<file path="src/rtl/pipe_pkg.sv">
// Shared definitions for the pipeline hazard/sequencing controller.
package pipe_pkg;

    typedef enum logic [1:0] {
        RUN      = 2'd0,
        MEM_WAIT = 2'd1,
        HALTED   = 2'd2
    } state_t;

    localparam logic [4:0] REG_ZERO        = 5'd0;
    localparam int         DEF_MEM_TIMEOUT = 16;

endpackage

</file>
<file path="src/rtl/sat_counter.sv">
// Up-counter that sticks at its all-ones value instead of wrapping.
module sat_counter #(
    parameter int WIDTH = 32
) (
    input  logic             CLK,
    input  logic             RST_N,
    input  logic             inc,
    output logic [WIDTH-1:0] count
);

    always_ff @(posedge CLK or negedge RST_N) begin
        if (!RST_N) begin
            count <= '0;
        end else if (inc && (count != {WIDTH{1'b1}})) begin
            count <= count + 1'b1;
        end
    end

endmodule

</file>
<file path="src/rtl/pipeline_ctrl.sv">
// Hazard and sequencing controller: drives stage-register enables/clears and the PC
// enable for the 5-stage pipeline, with saturating stall and flush counters.
module pipeline_ctrl
    import pipe_pkg::*;
#(
    parameter int CNT_W       = 32,
    parameter int MEM_TIMEOUT = DEF_MEM_TIMEOUT
) (
    input  logic             CLK,
    input  logic             RST_N,
    input  logic [4:0]       ID_rs,
    input  logic [4:0]       ID_rt,
    input  logic             ID_uses_rs,
    input  logic             ID_uses_rt,
    input  logic             EX_mem_read,
    input  logic [4:0]       EX_rd,
    input  logic             EX_mispredict,
    input  logic             MEM_req,
    input  logic             MEM_ack,
    input  logic             WB_halt,
    input  logic             resume,
    output logic             PC_ENABLE,
    output logic             IF_ID_ENABLE,
    output logic             IF_ID_CLR,
    output logic             ID_EX_ENABLE,
    output logic             ID_EX_CLR,
    output logic             EX_MEM_ENABLE,
    output logic             MEM_WB_ENABLE,
    output logic             halted,
    output logic             mem_err,
    output logic [CNT_W-1:0] stall_cycles,
    output logic [CNT_W-1:0] flush_events,
    output state_t           dbg_state
);

    // Entering MEM_WAIT already counts as wait cycle 1, so the last legal count is one less.
    localparam logic [7:0] WAIT_LAST = 8'(MEM_TIMEOUT - 1);

    state_t     state, next_state;
    logic [7:0] wait_cnt, wait_nxt;
    logic       mem_err_nxt;
    logic       load_use;
    logic       apply_run;
    logic       flush;
    logic       stall;

    assign load_use = EX_mem_read && (EX_rd != REG_ZERO) &&
                      ((ID_uses_rs && (ID_rs == EX_rd)) || (ID_uses_rt && (ID_rt == EX_rd)));

    assign dbg_state = state;

    always_ff @(posedge CLK or negedge RST_N) begin
        if (!RST_N) begin
            state    <= RUN;
            wait_cnt <= 8'd0;
            mem_err  <= 1'b0;
        end else begin
            state    <= next_state;
            wait_cnt <= wait_nxt;
            mem_err  <= mem_err_nxt;
        end
    end

    // Memory handshake: MEM holds MEM_req until MEM_ack; an access completes in the
    // cycle where both are high, so req with ack together never stalls.
    always_comb begin
        PC_ENABLE     = 1'b1;
        IF_ID_ENABLE  = 1'b1;
        IF_ID_CLR     = 1'b0;
        ID_EX_ENABLE  = 1'b1;
        ID_EX_CLR     = 1'b0;
        EX_MEM_ENABLE = 1'b1;
        MEM_WB_ENABLE = 1'b1;
        halted        = 1'b0;
        next_state    = state;
        wait_nxt      = wait_cnt;
        mem_err_nxt   = mem_err;
        flush         = 1'b0;
        apply_run     = (state == RUN) || ((state == MEM_WAIT) && MEM_ack);

        if (apply_run) begin
            next_state = RUN;
            if (WB_halt) begin
                {PC_ENABLE, IF_ID_ENABLE, ID_EX_ENABLE, EX_MEM_ENABLE, MEM_WB_ENABLE} = '0;
                next_state = HALTED;
            end else if (MEM_req && !MEM_ack) begin
                {PC_ENABLE, IF_ID_ENABLE, ID_EX_ENABLE, EX_MEM_ENABLE, MEM_WB_ENABLE} = '0;
                next_state = MEM_WAIT;
                wait_nxt   = 8'd1;
            end else if (EX_mispredict) begin
                // The load-use victim, if any, sits in IF/ID and is flushed anyway.
                IF_ID_CLR = 1'b1;
                ID_EX_CLR = 1'b1;
                flush     = 1'b1;
            end else if (load_use) begin
                PC_ENABLE    = 1'b0;
                IF_ID_ENABLE = 1'b0;
                ID_EX_CLR    = 1'b1;
            end
        end else begin
            {PC_ENABLE, IF_ID_ENABLE, ID_EX_ENABLE, EX_MEM_ENABLE, MEM_WB_ENABLE} = '0;
            unique case (state)
                MEM_WAIT: begin
                    if (wait_cnt == WAIT_LAST) begin
                        mem_err_nxt = 1'b1;
                        next_state  = HALTED;
                    end else begin
                        wait_nxt = wait_cnt + 8'd1;
                    end
                end
                HALTED: begin
                    halted = 1'b1;
                    if (resume) next_state = RUN;
                end
                default: next_state = RUN;
            endcase
        end

        if (!RST_N) begin
            {PC_ENABLE, IF_ID_ENABLE, ID_EX_ENABLE, EX_MEM_ENABLE, MEM_WB_ENABLE} = '0;
            IF_ID_CLR = 1'b1;
            ID_EX_CLR = 1'b1;
            halted    = 1'b0;
            flush     = 1'b0;
        end
    end

    assign stall = RST_N && (state != HALTED) && !PC_ENABLE;

    sat_counter #(.WIDTH(CNT_W)) u_stall_cnt (
        .CLK   (CLK),
        .RST_N (RST_N),
        .inc   (stall),
        .count (stall_cycles)
    );

    sat_counter #(.WIDTH(CNT_W)) u_flush_cnt (
        .CLK   (CLK),
        .RST_N (RST_N),
        .inc   (flush),
        .count (flush_events)
    );

endmodule

</file>
<file path="config.mk">
export PLATFORM = sky130hd
export DESIGN_NAME = pipeline_ctrl
export DESIGN_NICKNAME = d
export VERILOG_FILES = /design/src/rtl/pipe_pkg.sv /design/src/rtl/sat_counter.sv /design/src/rtl/pipeline_ctrl.sv
export SDC_FILE = /design/constraint.sdc
export NUM_CORES = 1
export LEC_CHECK = 0
export CAP_MARGIN = 5
export CORE_MARGIN = 1
export CORE_UTILIZATION = 50
export DETAILED_ROUTE_END_ITERATION = 8
export GPL_ROUTABILITY_DRIVEN = 0
export PLACE_DENSITY_LB_ADDON = 0.3
export SYNTH_ARGS = -nofsm -noshare
export SYNTH_HDL_FRONTEND = slang
export SYNTH_HIERARCHICAL = 1
export SYNTH_SLANG_ARGS = --single-unit
</file>
<file path="constraint.sdc">
create_clock -name CLK -period 2.97 [get_ports CLK]
set_input_delay 0.594 -clock CLK [delete_from_list [all_inputs] [get_ports CLK]]
set_output_delay 0.594 -clock CLK [all_outputs]
set_load 0.02 [all_outputs]
</file>
==> metrics <==
H-tree Lvls=3; DR pass1 iterations=5; vias in the first global route=3554; Avg WL per Cell=16.8 µm; normalized max-slew margin=56.4%; Die Height=~92 µm; CTS max path bufs=2; core area=0.00781 mm²; initial core utilization=a little over half; initial antenna violation count=0; pre-CTS WS=-347 ps; pwr dens=518 mW/mm²; cell internal pwr=about 2.1 mW; final setup vio count=0; CTS Buf Count=9; Startpoint Class=input pin; r2r setup slk=roughly 500 ps; MaxCap Viol Count=0; first-pass GRT wire length=17100 µm; Syn Area/Cell=roughly 10 µm²; most common cell in the netlist=dfrtp_1; fraction of registers with async set/reset=100%; Crit path arrival time=3110 ps; PnR worst setup slack=99.7 ps; Vias per Instance=5.80; fin. max-slew vios=0; syn nets=422; total gr overflow=0; layout cells sized above 1=a little over an eighth; Logic pwr share=19.8%; Synth Flop Type=dfrtp_1; largest net degree at the start of global routing=41; period utilisation layout=approximately 97%; synth top area cells=dfrtp_1 46%, xnor2_1 11%, nand4_1 4.8%; Seq cells post-synth=75; final WL=about 10000 µm; post-route ant nets=0; area grow syn2layout=36.7%; register area share after synthesis=46.1%; Skew-Pair Late Insertion Delay=340 ps; switching share of power=28.0%; CP Capture Type=register; HPWL after DPL=between 7000 and 8000 µm; clk slew on worst S/H paths=80 ps; status=finished, final reports clean; hold buffers post-CTS=0; Psw=0.807 mW; CTS tree=yes; P_leak=2.31 nW; worst clock skew=10.4 ps; synth cell count leaders=75 x dfrtp_1, 50 x xnor2_1, 43 x nand2_1, 33 x nand3_1, 31 x nand4_1; power share of the sequential group=43.1%; clk sinks=75; die area=0.00851 mm²; die extent in x=roughly 92 µm; Post-Syn Area=0.00407 mm²; IO buf count=99; # placed instances=607; RSZ-0062 raised after global routing=true; Mapped Cells=394; 1st-iter DRT viols=219; Post-synth EDFFs=0; # IOs=100; Peak Freq=~350 MHz; num rows=32; critical path data required time=3200 ps; nets=544; gr usage total=25.5%; Post-CTS Setup Repair Bufs=0; Hold Crit Class=input pin to async pin; Worst Path Max Fanout=5; final std cells w/o fill=623; Syn. warnings=6; area leader, netlist=dfrtp_1; min Tclk post-route=2870 ps; CTS root buf=clkbuf_8; Clk pwr share=37.1%; Worst VDD drop=0.388 mV; Least-Margin Pin Slew=648 ps; drt drc=0; antenna cells=0; detailed-route via count=3615; Worst Setup Path Type=input pin to register; synth unique cells=51; Fin. Hold Viols=0; Yosys top cell area share=46.1%
cell families (layout without fill, tap and decap cells):
logic type	Yosys count	in the layout	share of synthesized area, %
AND/OR/NAND/NOR	198	198	28.8
flip-flops	75	75	46.1
buffers and inverters	14	141	1.94
adder cells (fa/ha/maj)	3	3	0.922
XOR/XNOR	68	68	14.6
multiplexers	4	4	1.11
AO/OA/AOI/OAI	32	32	6.51
flip-flops by register name, indices dropped and copies added, names as in the netlist:
signal and count:
u_flush_cnt/count 32, u_stall_cnt/count 32, wait_cnt 8, dbg_state 2, mem_err 1
worst paths after layout:
check | from | end | cells past startpoint
worst max-delay path | EX_rd[3] | u_stall_cnt/count[15] | 11
worst min-delay path | RST_N | dbg_state[1] | 1
worst max register to register | u_stall_cnt/count[23] | u_stall_cnt/count[10] | 5
worst min register to register | mem_err | mem_err | 1
max in group asynchronous | RST_N | u_flush_cnt/count[10] | 2
min in group CLK | mem_err | mem_err | 1
area by class of cell:
cell class	count	area, µm²
clock buffers	12	155
clock inverters	4	120
fillers	565	2240
inverters	7	26.3
multi-input cells	305	2140
flip-flops and latches	75	1880
well taps	102	128
repair buffers	118	1120
timing repair:
action	4_1_cts	5_1_grt
pin swaps	0	5
setup endpoints to repair	3	19
gates resized for setup	9	12
routing by layer:
metal	global-route usage, %	wire (µm)
met2	42.1	5260
met1	32.5	4490
met5	0	0
met4	10.0	204
met3	5.56	538
stage by stage:
step                      power (mW)  util [%]  setup TNS (ps)  cell area [µm²]  hold WS, ps
after detailed placement        1.82      67.6           -4980             5280          419
after CTS                       2.89      71.1               0             5550         40.9
after global placement          1.80      67.6           -2880             5280          420
after global routing            2.99      71.3           -23.7             5570         35.3
final                           2.88      71.3               0             5570         56.7
after floorplan                 1.51         -               0             4070          298
cells in the final DEF, fill, tap and decap left out, types with 7 or more instances in the layout:
cell             Yosys  routed
inv_1                7       7
a21oi_1              7       7
xor2_1              18      18
dfrtp_1             75      75
nor2_1              24      24
nand2_1             43      43
clkdlybuf4s50_1      0      92
nor3_1               8       7
nand3_1             33      32
nor4_1               8       8
clkbuf_8             0      11
xnor2_1             50      50
buf_4                3      20
and4_1               9       9
o211ai_1             8       8
nand4_1             31      31
power by group through the flow:
stage / registers [mW] / logic, mW / clock network, mW
floorplan: 1.31 / 0.205 / 0
global placement: 1.25 / 0.549 / 0
detailed placement: 1.25 / 0.566 / 0
CTS: 1.24 / 0.569 / 1.08
global route: 1.26 / 0.614 / 1.12
finish: 1.24 / 0.570 / 1.07
worst max-delay path, cell delays in order:
cell and delay (ps):
clkdlybuf4s50_1 450, buf_4 150, or4_1 470, o21ai_1 230, or3_1 170, o22ai_2 100
and3_1 230, nor2b_1 140, buf_4 150, nand3_1 100, mux2_2 330
Note: power is estimated with default switching activity, not from simulation.
